**config.mk**
```make
export PLATFORM = sky130hd
export DESIGN_NAME = alarm_trigger_unit
export DESIGN_NICKNAME = d
export VERILOG_FILES = /design/src/rtl/alarm_trigger_unit.sv
export SDC_FILE = /design/constraint.sdc
export NUM_CORES = 1
export LEC_CHECK = 0
export CAP_MARGIN = 20
export CELL_PAD_IN_SITES_DETAIL_PLACEMENT = 1
export CELL_PAD_IN_SITES_GLOBAL_PLACEMENT = 1
export CORE_ASPECT_RATIO = 0.9
export CORE_UTILIZATION = 35
export CTS_BUF_LIST = sky130_fd_sc_hd__clkbuf_16
export DETAILED_ROUTE_END_ITERATION = 12
export PLACE_DENSITY_LB_ADDON = 0.1
export SLEW_MARGIN = 30
export SYNTH_ARGS = -nofsm -noshare
export SYNTH_HDL_FRONTEND = slang
export SYNTH_SLANG_ARGS = --single-unit
```
**constraint.sdc**
```tcl
create_clock -name CLK -period 3.56 [get_ports CLK]
set_input_delay 0.712 -clock CLK [delete_from_list [all_inputs] [get_ports CLK]]
set_output_delay 0.712 -clock CLK [all_outputs]
set_load 0.02 [all_outputs]
```
**src/rtl/alarm_trigger_unit.sv**
```systemverilog
// Alarm sequencer: rings on an alarm-time match, handles stop/snooze keys, auto-stops and re-rings from its own 1 s tick.
// Latency: all outputs registered, visible one cycle after the causing input; no backpressure (keys are levels, edge-detected here).
module alarm_trigger_unit #(
  parameter int TICK_DIV   = 1000,
  parameter int RING_SEC   = 60,
  parameter int SNOOZE_SEC = 300
) (
  input  logic       CLK,
  input  logic       RESETN,
  input  logic [4:0] CUR_HOUR,
  input  logic [5:0] CUR_MIN,
  input  logic [5:0] CUR_SEC,
  input  logic [4:0] AL_HOUR,
  input  logic [5:0] AL_MIN,
  input  logic       AL_ON,
  input  logic       KEY_STOP,
  input  logic       KEY_SNOOZE,
  output logic       ALARM_ENABLE,
  output logic       ALARM_DOING,
  output logic       SNOOZE_ACTIVE,
  output logic [1:0] STATE
);

  localparam int SEC_MAX = (RING_SEC > SNOOZE_SEC) ? RING_SEC : SNOOZE_SEC;
  localparam int SEC_W   = (SEC_MAX > 1) ? $clog2(SEC_MAX) : 1;
  localparam int TICK_W  = (TICK_DIV > 1) ? $clog2(TICK_DIV) : 1;

  localparam logic [TICK_W-1:0] TICK_LAST   = TICK_W'(TICK_DIV - 1);
  localparam logic [SEC_W-1:0]  RING_LAST   = SEC_W'(RING_SEC - 1);
  localparam logic [SEC_W-1:0]  SNOOZE_LAST = SEC_W'(SNOOZE_SEC - 1);

  typedef enum logic [1:0] {
    ST_IDLE    = 2'd0,
    ST_RINGING = 2'd1,
    ST_SNOOZE  = 2'd2,
    ST_DONE    = 2'd3
  } state_t;

  state_t            r_state;
  state_t            w_next;
  logic              r_match_d;
  logic              r_stop_d;
  logic              r_snooze_d;
  logic [TICK_W-1:0] r_tick_cnt;
  logic [SEC_W-1:0]  r_sec_cnt;
  logic              r_alarm_enable;
  logic              r_alarm_doing;
  logic              r_snooze_active;

  logic w_match;
  logic w_trigger;
  logic w_stop_p;
  logic w_snooze_p;
  logic w_tick;
  logic w_cnt_clr;

  assign w_match    = AL_ON && (CUR_HOUR == AL_HOUR) && (CUR_MIN == AL_MIN) && (CUR_SEC == 6'd0);
  assign w_trigger  = w_match && !r_match_d;
  assign w_stop_p   = KEY_STOP && !r_stop_d;
  assign w_snooze_p = KEY_SNOOZE && !r_snooze_d;
  assign w_tick     = (r_tick_cnt == TICK_LAST);

  // Restart the second count whenever a timed state is (re)entered, so each ring/snooze interval is exact.
  assign w_cnt_clr  = ((w_next == ST_RINGING) || (w_next == ST_SNOOZE)) && (w_next != r_state);

  always_comb begin
    w_next = r_state;
    if (!AL_ON) begin
      w_next = ST_IDLE;
    end else begin
      case (r_state)
        ST_IDLE: begin
          if (w_trigger) w_next = ST_RINGING;
        end
        ST_RINGING: begin
          if (w_stop_p)                              w_next = ST_DONE;
          else if (w_snooze_p)                       w_next = ST_SNOOZE;
          else if (w_tick && (r_sec_cnt == RING_LAST)) w_next = ST_DONE;
        end
        ST_SNOOZE: begin
          if (w_stop_p)                                  w_next = ST_DONE;
          else if (w_tick && (r_sec_cnt == SNOOZE_LAST)) w_next = ST_RINGING;
        end
        ST_DONE: begin
          // Hold off until the alarm minute has passed so the same minute cannot ring twice.
          if (CUR_MIN != AL_MIN) w_next = ST_IDLE;
        end
        default: w_next = ST_IDLE;
      endcase
    end
  end

  always_ff @(posedge CLK) begin
    if (!RESETN) begin
      r_state         <= ST_IDLE;
      r_match_d       <= 1'b0;
      r_stop_d        <= 1'b0;
      r_snooze_d      <= 1'b0;
      r_tick_cnt      <= '0;
      r_sec_cnt       <= '0;
      r_alarm_enable  <= 1'b0;
      r_alarm_doing   <= 1'b0;
      r_snooze_active <= 1'b0;
    end else begin
      r_state         <= w_next;
      r_match_d       <= w_match;
      r_stop_d        <= KEY_STOP;
      r_snooze_d      <= KEY_SNOOZE;
      r_alarm_enable  <= AL_ON;
      r_alarm_doing   <= (w_next == ST_RINGING);
      r_snooze_active <= (w_next == ST_SNOOZE);

      if (w_cnt_clr) begin
        r_tick_cnt <= '0;
        r_sec_cnt  <= '0;
      end else if (w_tick) begin
        r_tick_cnt <= '0;
        r_sec_cnt  <= r_sec_cnt + SEC_W'(1);
      end else begin
        r_tick_cnt <= r_tick_cnt + TICK_W'(1);
      end
    end
  end

  assign ALARM_ENABLE  = r_alarm_enable;
  assign ALARM_DOING   = r_alarm_doing;
  assign SNOOZE_ACTIVE = r_snooze_active;
  assign STATE         = r_state;

endmodule

```
==> summary.md <==
| Metric | Value |
|---|---|
| RSZ-0062 raised after global routing | no |
| WL per Instance | 14.86 um |
| H-tree levels | 1 |
| DP Wirelength | 3007 um |
| Fillers | 445 |
| GR Util met3 | 4.160% |
| Syn. warnings | 0 |
| # hold bufs at CTS | 0 |
| Layout cell share with drive strength beyond 1 | 8.654% |
| First-pass GRT wire length | 6596 um |
| Syn avg cell area | 8.920 um^2 |
| Initial Util | 37.90% |
| Max clock buf depth | 2 |
| Largest net degree at the start of global routing | 17 |
| Chip width | 69.94 um |
| Total CTS buffers | 3 |
| Die height | 63.15 um |
| Multi-input gate area | 892.1 um^2 |
| 1st-iter DRT viols | 55 |
| Worst setup margin | 0.2053 ns |
| Setup WS pre-CTS | -0.1093 ns |
| Mapped cell area | 1454 um^2 |
| Critical Setup Path Class | input port to flip-flop |
| ANT cells | 0 |
| Non-Filler Instances | 254 |
| CP Capture Type | flip-flop |
| Crit path max fanout | 13 |
| Congestion Overflow GR | 0 |
| Gpl congestion | 0.9141 |
| Post-synthesis sequential area ratio | 37.18% |
| Status | finished clean |
| Synth cell count leaders | dfxtp_1, nor2_1, xnor2_1 |
| Period utilisation layout | 94.23% |
| Post-synthesis cell count | 163 |
| PwrDens | 322.3 nW/um^2 |
| Dpl cells | 249 |
| Final Max Slew Viols | 0 |
| Cell row count | 21 |
| DIE AREA | 4416 um^2 |
| Core area | 3836 um^2 |
| Worst Max-Slew Pin Slew | 0.7273 ns |
| Count leader, synth | dfxtp_1 |
| Endpoints failing setup | 0 |
| Peak supply drop | 0.0002138 V |
| Synth cell types | 34 |
| Final Hold Violating Endpoints | 0 |
| Met1 Use GR | 25.00% |
| TritonCTS clock tree | built |
| Post-route minimum period | 3.355 ns |
| Clock net sink count | 27 |
| Crit path DAT | 3.47 ns |
| Vias/cell | 5.102 |
| Worst Path Required | 3.68 ns |
| Post-synth EDFFs | 0 |
| Most Crowded Layer GR | met2 |
| Initial antenna violation count | 0 |
| GR Util All Layers | 18.48% |
| Top cell type's share of synthesized area | 37.18% |
| CTS root buffer | clkbuf_16 |
| P_leak | 0.6900 nW |
| Port bufs | 37 |
| Pre-antenna DRT Iters | 4 |
| Synth area leaders | dfxtp_1, xnor2_1, xor2_1 |
| Setup crit start kind | input port |
| Clock Latency Late Sink | 0.26 ns |
| Async S/R FF share, synth | 0% |
| Vias in the first global route | 1374 |
| Synthesized flop and latch total | 27 |
| Final wirelength | 3775 um |
| Global-route track usage on met2 | 30.29% |
| DR DRC count | 0 |
| Syn Nets | 200 |
| Tightest Hold Check Type | flip-flop to flip-flop |
| Setup Skew | 0.002782 ns |
| Ys flop type | dfxtp_1 |
| Clock slew at reported path FFs | 0.07 ns |
| Worst slew margin | 51.34% |
| Fmax | 298.1 MHz |
| Fin Hold WS | 0.4606 ns |
| Register area | 540.5 um^2 |
| Slack of the worst reg-to-reg path | 0.48 ns |
| Post-route core utilization | 52.45% |
| Maxcap violations | 0 |
| Routed Antenna Nets | 0 |
| P&R area growth vs syn | 38.38% |
| Via Count | 1296 |
| Cell taking the most area after synthesis | dfxtp_1 |
| Total Nets Final | 246 |
| IO Pins | 38 |
-- registers in the layout, summed over array words and instances, names as in the netlist --
| register | flops |
|---|---|
| ALARM_ENABLE | 1 |
| SNOOZE_ACTIVE | 1 |
| r_sec_cnt | 9 |
| ALARM_DOING | 1 |
| r_snooze_d | 1 |
| r_match_d | 1 |
| r_tick_cnt | 10 |
| STATE | 2 |
| r_stop_d | 1 |
-- per-layer routing --
metal	share of wire [%]	routed length, um	vias up
met5	0	0	-
met4	0.87	33	0
met3	2.2	84	4
met2	48	1800	14
met1	49	1857	621
li1	-	-	657
-- layout by cell type, fill, tap and decap left out, drive strengths merged, types with 3 or more instances in the layout --
cell type	Yosys	final
and3	3	3
o21ai	7	7
inv	3	3
nor3	5	5
xor2	11	11
and2	10	10
nand3	7	7
ha	4	4
clkbuf	1	3
nand4	9	9
clkdlybuf4s50	0	37
xnor2	16	16
buf	1	6
dfxtp	27	27
nand2	11	11
nor2	24	24
-- critical path: stages --
cell             delay, ns
clkdlybuf4s50_1       0.48
xnor2_1               0.13
nand4_1               0.17
buf_4                 0.18
nor3_1                0.26
o21ai_0               0.18
o21ai_1               0.14
nand2_1               0.08
ha_1                  0.32
nor3b_1               0.17
o21ai_0               0.17
o2111ai_2             0.26
buf_12                0.17
nor3b_1               0.05
-- path summary, 6_finish.rpt --
path	startpoint	endpoint	depth (start not counted)
worst min register to register	r_tick_cnt[0]	r_tick_cnt[0]	1
worst min-delay path	r_tick_cnt[0]	r_tick_cnt[0]	1
worst max register to register	r_sec_cnt[0]	r_tick_cnt[1]	13
worst max-delay path	AL_MIN[5]	r_tick_cnt[1]	14
-- kinds of logic (layout without fill, tap and decap cells) --
group | count (synthesis) | after routing | synth area share, %
XOR/XNOR | 27 | 27 | 16.26
adder cells (fa/ha/maj) | 4 | 4 | 3.442
AND/OR/NAND/NOR | 83 | 83 | 32.01
buffers and inverters | 5 | 50 | 1.893
AO/OA/AOI/OAI | 16 | 16 | 8.520
multiplexers | 1 | 1 | 0.6885
flip-flops | 27 | 27 | 37.18
-- report_power, final --
part	leakage, nW	switching, mW	internal, mW	total, mW
clock	0.0371	0.105	0.153	0.258
combinational	0.434	0.0274	0.0529	0.0803
sequential	0.219	0.00352	0.307	0.310
-- metrics by stage --
step	instance area, um^2	TNS [ns]	power (mW)
CTS	1998	0	0.6531
floorplan	1454	0	0.3465
finish	2012	0	0.6484
detailed placement	1916	-1.506	0.3969
global route	2012	0	0.6723
global placement	1916	0	0.3932
-- area by class of cell --
cell class	count	share of cell area, %
multi-input cells	131	44.34
clock inverters	1	0.3731
repair buffers	43	21.27
clock buffers	3	3.731
inverters	3	0.5597
flip-flops and latches	27	26.87
well taps	46	2.861
-- repair_timing --
action	in CTS	in global routing
resized for setup	0	2
setup endpoints to repair	0	19
setup buffers	0	1
No activity file was read; power rests on OpenSTA's default activity.
